[src/rtl/demux_pkg.sv]
// Shared constants and helpers for the registered 1-to-N stream demultiplexer.
package demux_pkg;

   localparam int                      DEMUX_DROP_W   = 16;
   localparam logic [DEMUX_DROP_W-1:0] DEMUX_DROP_MAX = 16'hFFFF;

   // True when a select value addresses an existing channel.
   function automatic logic sel_in_range(input logic [31:0] sel, input int unsigned nch);
      return (sel < nch);
   endfunction

endpackage

[src/rtl/chan_reg_slice.sv]
// One-entry output register for a single demux channel; a load in the same
// cycle as a drain replaces the held word so the channel sustains 1 word/cycle.
module chan_reg_slice #(
   parameter int WIDTH = 16
) (
   input  logic             clk_i,
   input  logic             rst_i,
   input  logic             load_i,
   input  logic             drain_i,
   input  logic [WIDTH-1:0] data_i,
   output logic             vld_o,
   output logic [WIDTH-1:0] data_o
);

   logic             vld_q;
   logic             vld_d;
   logic [WIDTH-1:0] data_q;
   logic [WIDTH-1:0] data_d;

   // Next-state: load wins over drain, otherwise hold.
   always_comb begin
      vld_d  = vld_q;
      data_d = data_q;
      if (load_i) begin
         vld_d  = 1'b1;
         data_d = data_i;
      end else if (drain_i) begin
         vld_d  = 1'b0;
      end else begin
         vld_d  = vld_q;
      end
   end

   // Channel register with synchronous reset.
   always_ff @(posedge clk_i) begin
      if (rst_i) begin
         vld_q  <= 1'b0;
         data_q <= '0;
      end else begin
         vld_q  <= vld_d;
         data_q <= data_d;
      end
   end

   assign vld_o  = vld_q;
   assign data_o = vld_q ? data_q : '0;

endmodule

[src/rtl/demux_1xn_reg.sv]
// Registered 1-to-NCH valid/ready demultiplexer with zero-filled idle channels.
// Optional saturating out-of-range drop counter enabled by DEMUX_DROP_CNT_EN.
module demux_1xn_reg
   import demux_pkg::*;
#(
   parameter int WIDTH = 16,
   parameter int NCH   = 8,
   parameter int SELW  = (NCH > 1) ? $clog2(NCH) : 1
) (
   input  logic                      clk_in,
   input  logic                      rst_in,
   input  logic [WIDTH-1:0]          y_in,
   input  logic [SELW-1:0]           sel_in,
   input  logic                      valid_in,
   output logic                      ready_out,
   output logic [NCH-1:0][WIDTH-1:0] data_out,
   output logic [NCH-1:0]            valid_out,
   input  logic [NCH-1:0]            ready_in
`ifdef DEMUX_DROP_CNT_EN
   ,
   output logic [DEMUX_DROP_W-1:0]   drop_cnt_out
`endif
);

   logic                      sel_ok_s;
   logic                      acc_s;
   logic [NCH-1:0]            sel_oh_s;
   logic [NCH-1:0]            load_s;
   logic [NCH-1:0]            drain_s;
   logic [NCH-1:0]            vld_s;
   logic [NCH-1:0][WIDTH-1:0] data_s;

   // Select decode; an out-of-range select matches no channel.
   always_comb begin
      sel_ok_s = sel_in_range(32'(sel_in), NCH);
      sel_oh_s = '0;
      for (int k = 0; k < NCH; k++) begin
         if (sel_in == SELW'(k)) begin
            sel_oh_s[k] = 1'b1;
         end else begin
            sel_oh_s[k] = 1'b0;
         end
      end
   end

   // Stall only when the selected channel is full and its sink is not taking it.
   always_comb begin
      ready_out = ~sel_ok_s | ~(|(sel_oh_s & vld_s & ~ready_in));
      acc_s     = valid_in & ready_out;
      load_s    = sel_oh_s & {NCH{acc_s}};
      drain_s   = vld_s & ready_in;
   end

   for (genvar k = 0; k < NCH; k++) begin : g_chan
      chan_reg_slice #(
         .WIDTH (WIDTH)
      ) u_slice (
         .clk_i   (clk_in),
         .rst_i   (rst_in),
         .load_i  (load_s[k]),
         .drain_i (drain_s[k]),
         .data_i  (y_in),
         .vld_o   (vld_s[k]),
         .data_o  (data_s[k])
      );
   end

   // Outputs are masked during reset so no sink handshake completes in that cycle.
   always_comb begin
      valid_out = vld_s & {NCH{~rst_in}};
      if (rst_in) begin
         data_out = '0;
      end else begin
         data_out = data_s;
      end
   end

`ifdef DEMUX_DROP_CNT_EN
   logic [DEMUX_DROP_W-1:0] drop_cnt_q;
   logic [DEMUX_DROP_W-1:0] drop_cnt_d;
   logic                    drop_s;

   // Saturating count of accepted out-of-range words.
   always_comb begin
      drop_s = acc_s & ~sel_ok_s;
      if (drop_s && (drop_cnt_q != DEMUX_DROP_MAX)) begin
         drop_cnt_d = drop_cnt_q + 16'd1;
      end else begin
         drop_cnt_d = drop_cnt_q;
      end
   end

   // Drop counter register, cleared only by reset.
   always_ff @(posedge clk_in) begin
      if (rst_in) begin
         drop_cnt_q <= '0;
      end else begin
         drop_cnt_q <= drop_cnt_d;
      end
   end

   assign drop_cnt_out = drop_cnt_q;
`endif

endmodule

[config.mk]
export PLATFORM = sky130hd
export DESIGN_NAME = demux_1xn_reg
export DESIGN_NICKNAME = d
export VERILOG_FILES = /design/src/rtl/demux_pkg.sv /design/src/rtl/chan_reg_slice.sv /design/src/rtl/demux_1xn_reg.sv
export SDC_FILE = /design/constraint.sdc
export NUM_CORES = 1
export LEC_CHECK = 0
export ABC_CLOCK_PERIOD_IN_PS = 1300
export CORE_UTILIZATION = 50
export CTS_BUF_LIST = sky130_fd_sc_hd__clkbuf_2
export CTS_CLUSTER_DIAMETER = 120
export DETAILED_ROUTE_END_ITERATION = 16
export GPL_TIMING_DRIVEN = 0
export PLACE_DENSITY = 0.91
export SYNTH_ARGS = -nofsm -noshare
export SYNTH_HDL_FRONTEND = slang
export SYNTH_SLANG_ARGS = --single-unit
[constraint.sdc]
create_clock -name clk_in -period 1.3 [get_ports clk_in]
set_input_delay 0.13 -clock clk_in [delete_from_list [all_inputs] [get_ports clk_in]]
set_output_delay 0.13 -clock clk_in [all_outputs]
set_load 0.01 [all_outputs]
# After elaboration in Yosys (flattened, before gate mapping)
# Cells that the tools add are included.
# W data, S select, Z words.
op_classes:
  n_reduce_logical: 10
  muxes: 33
  eq_ne: 7
  n_bitwise: 9
ops:
  columns: ["operator", "count"]
  rows:
  - ["$mux W128", 1]
  - ["$mux W16", 8]
  - ["$and A8 B8 Y8", 5]
  - ["$mux W1", 24]
  - ["$reduce_bool A2 Y1", 8]
  - ["$eq A3 B3 Y1 const B", 4]
  - ["$not A8 Y8", 1]
  - ["$reduce_or A8 Y1", 1]
  - ["$eq A3 B2 Y1 const B", 2]
  - ["$eq A3 B1 Y1 const B", 1]
  - ["$logic_not A3 Y1", 1]
  - ["$not A1 Y1", 2]
  - ["$and A1 B1 Y1", 1]
totals:
  in_bits: 30
  reg_bits: 136

# Longest topological paths before layout
# Gate-level depths: netlist of the first run.
depth:
  word_depth: 9
  ltp_mapped: 6

# Modules after synthesis
# From an unflattened synthesis of the first run, not the netlist that was laid out.
hier_totals:
  hier_cells: 775
  hier_area_um2: 7024.2
by_module_without_submodules:
  columns: ["module", "cells_each", "area_each_um2", "seq_area_each_um2", "instances"]
  rows:
  - ["chan_reg_slice", 73, 721.9, 340.3, 8]
  - ["demux_1xn_reg", 191, 1248.7, 0.0, 1]

# Worst setup path before layout of the first run
# Ideal clock, no wire load.
synth_path:
  path_kind: "flip-flop to output port"
  start: "reg g_chan[7].u_slice.vld_q"
  end: "out ready_out"
  setup_slack_ns: 0.010
  arrival_ns: 1.160
  path_buffers: 0
  t_required_ns: 1.170
  stages_incl_launch_ff: 4
  cell_sequence: "dfxtp_1 > nor2b_1 > mux4_2 > mux2i_1"
synth_between:
  elab_chain_len: 4
synth_rtl:
  columns: ["item", "line_no", "source"]
  rows:
  - ["from (decl)", "chan_reg_slice.sv:15", "logic vld_q;"]
  - ["from (signal assigned)", "chan_reg_slice.sv:40", "vld_q <= vld_d;"]
  - ["$and A8 B8 Y8 (2 in a row)", "demux_1xn_reg.sv:48", "ready_out = ~sel_ok_s | ~(|(sel_oh_s & vld_s & ~ready_in));"]
  - ["$reduce_or A8 Y1", "demux_1xn_reg.sv:48", null]
  - ["$not A1 Y1", "demux_1xn_reg.sv:48", null]
  - ["to (decl)", "demux_1xn_reg.sv:15", "output logic ready_out,"]
# Every way passes these cells.

# Worst setup path in the final report of the first run
layout_path:
  start: "reg g_chan[1].u_slice.vld_q"
  end: "out ready_out"
layout_between:
  elab_chain_len: 4
layout_rtl:
  columns: ["item", "line_no"]
  rows:
  - ["from (decl)", "chan_reg_slice.sv:15"]
  - ["from (signal assigned)", "chan_reg_slice.sv:40"]
  - ["$and A8 B8 Y8 (2 in a row)", "demux_1xn_reg.sv:48"]
  - ["$reduce_or A8 Y1", "demux_1xn_reg.sv:48"]
  - ["$not A1 Y1", "demux_1xn_reg.sv:48"]
# Every way passes these cells.

==> results of run 1 <==
per-layer routing:
layer | wire (um) | track usage
met3 | 2710 | 0.0836
met4 | 1640 | 0.190
met1 | 9320 | 0.435
met2 | 12500 | 0.589
met5 | 0 | 0
power by group through the flow:
| stage | sequential (mW) | combinational [mW] | clock [mW] |
|---|---|---|---|
| final | 4.32 | 0.830 | 2.28 |
| after global routing | 4.33 | 0.866 | 2.43 |
| after detailed placement | 4.39 | 0.602 | 0 |
| after CTS | 4.31 | 0.738 | 2.18 |
| after floorplan | 4.37 | 0.367 | 0 |
| after global placement | 4.38 | 0.589 | 0 |
cell usage after synthesis:
library cell	n	area [um2]
buf_6	4	45.0
clkbuf_1	43	161
buf_2	23	115
o21ai_0	118	591
and4b_1	3	30.0
or4b_1	1	10.0
clkbuf_2	15	75.1
nand3_1	128	641
and4bb_2	2	25.0
nor4bb_1	1	10.0
and4_1	1	8.76
mux4_2	2	45.0
buf_4	3	22.5
a21oi_1	136	681
nor2b_1	16	100
nand4b_1	3	26.3
nand2b_1	8	50.1
nor4b_4	1	23.8
and2_1	128	801
mux2i_1	1	10.0
o21ai_2	1	8.76
nand4_1	1	6.26
nand4bb_1	3	33.8
buf_1	3	11.3
o21ai_1	9	45.0
dfxtp_1	136	2720
worst max-delay path, cell delays in order (launching register included):
cell     delay (ns)
dfxtp_2        0.38
nor2b_4        0.14
mux4_2         0.51
mux2i_4        0.20
buf_6          0.13
per-stage QoR:
stage / cell area, um2 / std cells / util
2_1_floorplan: 6300 / 790 / -
3_3_place_gp: 8010 / 1108 / 0.659
3_5_place_dp: 8010 / 1108 / 0.659
5_1_grt: 9970 / 1230 / 0.820
6_report: 9970 / 1230 / 0.820
4_1_cts: 9340 / 1220 / 0.768
flip-flops by register name (all words and copies together) (netlist names):
register	count
g_chan.u_slice.data_q	128
g_chan.u_slice.vld_o	8
final cells by class:
type	count	area, um2	share of cell area
sequential	136	2730	0.274
timing repair buffer	254	2750	0.276
tap	168	210	0.0211
clock inverter	10	81.3	0.00816
clock buffer	21	105	0.0105
multi-input combinational	563	3630	0.364
buffer	78	463	0.0464
how the worst min path moves through the flow:
stage                                 start                            to  slack [ns]
2_1_floorplan                      y_in[12]  g_chan[0].u_slice.data_q[12]        0.43
3_3_place_gp   g_chan[0].u_slice.data_q[12]  g_chan[0].u_slice.data_q[12]        0.45
3_5_place_dp   g_chan[0].u_slice.data_q[12]  g_chan[0].u_slice.data_q[12]        0.46
4_1_cts                         ready_in[0]   g_chan[0].u_slice.data_q[5]        0.25
5_1_grt                         ready_in[7]   g_chan[7].u_slice.data_q[4]        0.27
6_report                        ready_in[6]   g_chan[6].u_slice.data_q[1]        0.26
cell families after synthesis:
| group | Yosys count | share of synthesized area |
|---|---|---|
| buffers and inverters | 91 | 0.0683 |
| AO/OA/AOI/OAI | 264 | 0.210 |
| multiplexers | 3 | 0.00874 |
| AND/OR/NAND/NOR | 296 | 0.280 |
| flip-flops | 136 | 0.432 |
timing repair:
item	CTS	global route
endpoints found under the hold margin	128	0
hold buffers	16	0
pin swaps	80	23
gates cloned	4	0
setup buffers	66	31
gates resized for setup	830	171
endpoints found under the setup margin	232	210
==> results by group, run 1 <==
Setup path
  – Critical path class: flop to primary output
  – Worst Path Required: approximately 1.2 ns
  – RR Endpoint: g_chan[7].u_slice.data_q[10]
  – Setup crit start: g_chan[1].u_slice.vld_o
  – Setup crit end: ready_out
  – Data arrival, critical path: 2.11 ns
  – Worst reg2reg setup slack: -0.01 ns
  – CP Capture Type: primary output
  – Critical path launch point type: flop
  – R2R Path Start: g_chan[7].u_slice.vld_o
  – Cell count of the worst reg-to-reg path: 4
  – Crit Path Max Fanout: 6

Run status
  – Failing checks: setup timing
  – Status: finished with violations

STA
  – RSZ-0062 raised after global routing: yes
  – Total negative setup slack: -90.14 ns
  – Fin. Hold Viols: 0
  – Final period util: 1.72
  – Setup ws final: -0.939 ns
  – Slew @ Worst Pin: just under 0.8 ns
  – Final Max Tran Viols: 0
  – F_max: 0.447 GHz
  – Hold slack: 0.261 ns
  – Min Tclk post-route: 2.24 ns
  – Relative slew margins: 0.470
  – Final clock skew: 0.0239 ns
  – Final setup fails: 141

Min path
  – Hold Path Class: primary input to flop
  – Hold depth: 4

Power
  – Leak pwr: 3.98 nW
  – Sequential share of power: 0.581
  – Max VDD drop: 0.000385 V
  – NetSw: 2.16 mW
  – Net Sw Frac: 0.290
  – Pint: about 5.3 mW
  – PD cells: 745 nW/um2
  – Gate power share: 0.112
  – Power share of the clock group: 0.307
  – Total Power Consumption: 7.43 mW

Die
  – I/O Pins: ~170
  – Core ar.: between 10,000 and 15,000 um2
  – Initial Utilization: 0.518
  – Die footprint: 13,000 um2
  – Num rows: 40
  – Die span in x: ~110 um
  – Die Span Y: 114 um

Clocking
  – Clock sink total: roughly 140
  – H-Tree Depth: 4
  – Clk Latency, worst-skew pair: 0.74 ns
  – Clk pin slew, worst setup/hold paths: 0.21 ns
  – Cts bufs inserted: 17
  – Clock buffer depth: 2
  – Root buf cell: clkbuf_2
  – CTS tree: yes

Final layout
  – Most frequent cells in the layout: buf_6 (210), a21oi_1 (135), nand3_1 (128), dfxtp_1 (128), and2_4 (122)
  – Most common cell after layout, fill and taps aside: buf_6
  – Share of cells above drive strength 1: 0.450
  – Fillers: a little over 700
  – Inserted Diodes: 0
  – Final Net Count: 1,080
  – Area grow syn2layout: 58.3%

Global routing
  – Number of global-route vias before repair: 6,924
  – Largest net degree at the start of global routing: 17
  – First-pass GRT wire length: 35,900 um
  – Initial antenna violation count: 0
  – Total GRT Usage: 0.358
  – Total congestion overflow: 0

Placement
  – DP HPWL: roughly 13,000 um
  – Port bufs: 150
  – Routability cong.: between 0.8 and 0.9
  – Pre-CTS setup slack: -1.34 ns

Yosys
  – Cell variety after synth: 26
  – Synthesized net count: 820
  – Synth Cell Area: 6300 um2
  – Mean Syn Cell Area: 7.97 um2
  – Mapped Cells: 790
  – Synth Register Bits: 136
  – Synthesis Warnings: 0
  – Part of the Yosys area used for sequential elements: 0.432

Drt
  – DRT Wirelength: 26,200 um
  – WL per Instance: 21.3 um
  – Vias/cell: 6.16
  – Via Count: ~7,600
  – Post-route ant nets: 0
  – DR pass1 iterations: 7
  – DRC Markers: 0
  – First DRT Iteration DRCs: 1,001

Flow run
  – Max Cap Viol: 0
(Power assumes the default switching activity.)
==> run 2: changes to the inputs <==
--- a/config.mk
+++ b/config.mk
@@ -5,13 +5,13 @@
 export SDC_FILE = /design/constraint.sdc
 export NUM_CORES = 1
 export LEC_CHECK = 0
-export ABC_CLOCK_PERIOD_IN_PS = 1300
-export CORE_UTILIZATION = 50
+export ABC_CLOCK_PERIOD_IN_PS = 2420
+export CORE_UTILIZATION = 40
 export CTS_BUF_LIST = sky130_fd_sc_hd__clkbuf_2
 export CTS_CLUSTER_DIAMETER = 120
 export DETAILED_ROUTE_END_ITERATION = 16
 export GPL_TIMING_DRIVEN = 0
-export PLACE_DENSITY = 0.91
+export PLACE_DENSITY = 0.77
 export SYNTH_ARGS = -nofsm -noshare
 export SYNTH_HDL_FRONTEND = slang
 export SYNTH_SLANG_ARGS = --single-unit
==> constraint.sdc (replaced) <==
create_clock -name clk_in -period 2.42 [get_ports clk_in]
set_input_delay 0.242 -clock clk_in [delete_from_list [all_inputs] [get_ports clk_in]]
set_output_delay 0.242 -clock clk_in [all_outputs]
set_load 0.01 [all_outputs]
==> results by group, run 2 (synthesis results as in run 1) <==
Setup path
  – Critical path launch point type: flop
  – Critical path's slowest cell: mux4_2
  – Worst Path Required: 2.18 ns
  – Crit-path cells: nor2b_2 -> mux4_2 -> mux2i_4 -> buf_2
  – WP buf/inv: 1
  – Crit path max-delay family: multiplexers
  – Crit Path Max Fanout: 8
  – Data arrival, critical path: approximately 2.1 ns
  – CP Capture Type: primary output
  – Crit path largest cell delay: 0.50 ns
  – Critical path class: flop to primary output

Die
  – Num rows: 45
  – Die span in x: 127 um
  – Die Span Y: 127 um
  – Core ar.: 15,300 um2
  – Initial Utilization: 0.413
  – Die footprint: about 16,000 um2
  – I/O Pins: 167

Final layout
  – Final Net Count: 1,014
  – Share of cells above drive strength 1: 0.126
  – Most frequent cells in the layout: a21oi_1 (136), and2_1 (128), nand3_1 (128), dfxtp_1 (128), o21ai_0 (118)
  – Biggest register: g_chan.u_slice.data_q
  – Most common cell after layout, fill and taps aside: a21oi_1
  – Area grow syn2layout: 40.2%
  – Inserted Diodes: 0
  – Max FFs per register: 128
  – Final Core Density: 0.579

Clocking
  – Clk Latency, worst-skew pair: 0.68 ns
  – Clock sink total: ~140
  – Clock buffer depth: 2
  – H-Tree Depth: 4
  – Cts bufs inserted: 17
  – Root buf cell: clkbuf_2
  – CTS tree: yes
  – Clk pin slew, worst setup/hold paths: approximately 0.19 ns

STA
  – Final period util: 0.963
  – Fin. Hold Viols: 0
  – RSZ-0062 raised after global routing: yes
  – Slew @ Worst Pin: 0.721 ns
  – Final clock skew: 0.0166 ns
  – Final Max Tran Viols: 0
  – Relative slew margins: 0.520
  – F_max: 0.429 GHz
  – Min Tclk post-route: 2.33 ns
  – Final setup fails: 0
  – Total negative setup slack: 0 ns

Run status
  – Status: finished, final reports clean

Placement
  – DP HPWL: 13,700 um
  – Routability cong.: 0.821
  – Port bufs: 150

Drt
  – First DRT Iteration DRCs: 724
  – Vias/cell: 5.43
  – DR pass1 iterations: 6
  – DRC Markers: 0
  – Post-route ant nets: 0
  – WL per Instance: about 18 um
  – DRT Wirelength: around 21,000 um
  – Via Count: 6,564

Power
  – Max VDD drop: 0.000411 V
  – Leak pwr: 4.15 nW
  – PD cells: roughly 450 nW/um2

Global routing
  – First-pass GRT wire length: 31,900 um
  – Initial antenna violation count: 0
  – Largest net degree at the start of global routing: 17
  – Number of global-route vias before repair: roughly 5,800
  – Total GRT Usage: 0.256
  – Total congestion overflow: 0

Flow run
  – Max Cap Viol: 0

Min path
  – Hold Path Class: primary input to flop
-- run 2: power breakdown --
group / switching, mW / leakage, nW / total, mW / internal, mW
Combinational: 0.241 / 2.91 / 0.372 / 0.131
Clock: 0.800 / 0.135 / 1.25 / 0.455
Sequential: 0.0227 / 1.10 / 2.31 / 2.29
Total: 1.06 / 4.15 / 3.94 / 2.88
-- run 2: layout make-up --
| type | instances | area [um2] |
|---|---|---|
| Timing Repair Buffer | 175 | 1880 |
| Buffer | 91 | 507 |
| Sequential cell | 136 | 2730 |
| Clock inverter | 13 | 111 |
| Fill cell | 1391 | 6430 |
| Clock buffer | 19 | 95.1 |
| Multi-Input combinational cell | 563 | 3240 |
| Tap cell | 211 | 264 |
-- run 2: tightest hold or removal path: cells and delay by family --
kind | cells | cell delay (ns)
buffers and inverters | 1 | 0.27
AND/OR/NAND/NOR | 1 | 0.15
AO/OA/AOI/OAI | 1 | 0.06
-- run 2: through the flow --
step	hold WS [ns]	worst slack [ns]	total power, mW	instances	area (um2)
5_1_grt	0.00616	-0.0279	4.11	1208	8830
6_report	0.0589	0.0907	3.94	1208	8830
3_3_place_gp	0.452	-0.457	2.68	1151	8060
2_1_floorplan	0.439	1.02	2.55	790	6300
4_1_cts	0.00776	0.0000413	3.94	1203	8610
3_5_place_dp	0.455	-0.475	2.69	1151	8060
-- run 2: worst paths after layout --
| kind | endpoint | depth (start not counted) | start | slack [ns] |
|---|---|---|---|---|
| worst max-delay path | ready_out | 4 | g_chan[1].u_slice.vld_o | 0.09 |
| worst min-delay path | g_chan[5].u_slice.data_q[4] | 3 | y_in[4] | 0.06 |
| worst max register to register | g_chan[6].u_slice.data_q[13] | 5 | g_chan[6].u_slice.vld_o | 0.91 |
| worst min register to register | g_chan[0].u_slice.data_q[12] | 2 | g_chan[0].u_slice.data_q[12] | 0.47 |
-- run 2: routing by layer --
| layer | wire [um] | share of wire | up-vias | track usage |
|---|---|---|---|---|
| met5 | 0 | 0 | - | 0 |
| met4 | 487 | 0.023 | 0 | 0.0959 |
| met3 | 2020 | 0.095 | 37 | 0.0783 |
| met2 | 9880 | 0.47 | 297 | 0.397 |
| met1 | 8850 | 0.42 | 3096 | 0.334 |
| li1 | - | - | 3134 | - |
-- run 2: timing repair --
| action | in CTS | in global routing |
|---|---|---|
| endpoints found under the hold margin | 80 | 3 |
| hold buffers | 10 | 2 |
| setup buffers | 10 | 3 |
| setup endpoints to repair | 137 | 87 |
| resized for setup | 59 | 74 |
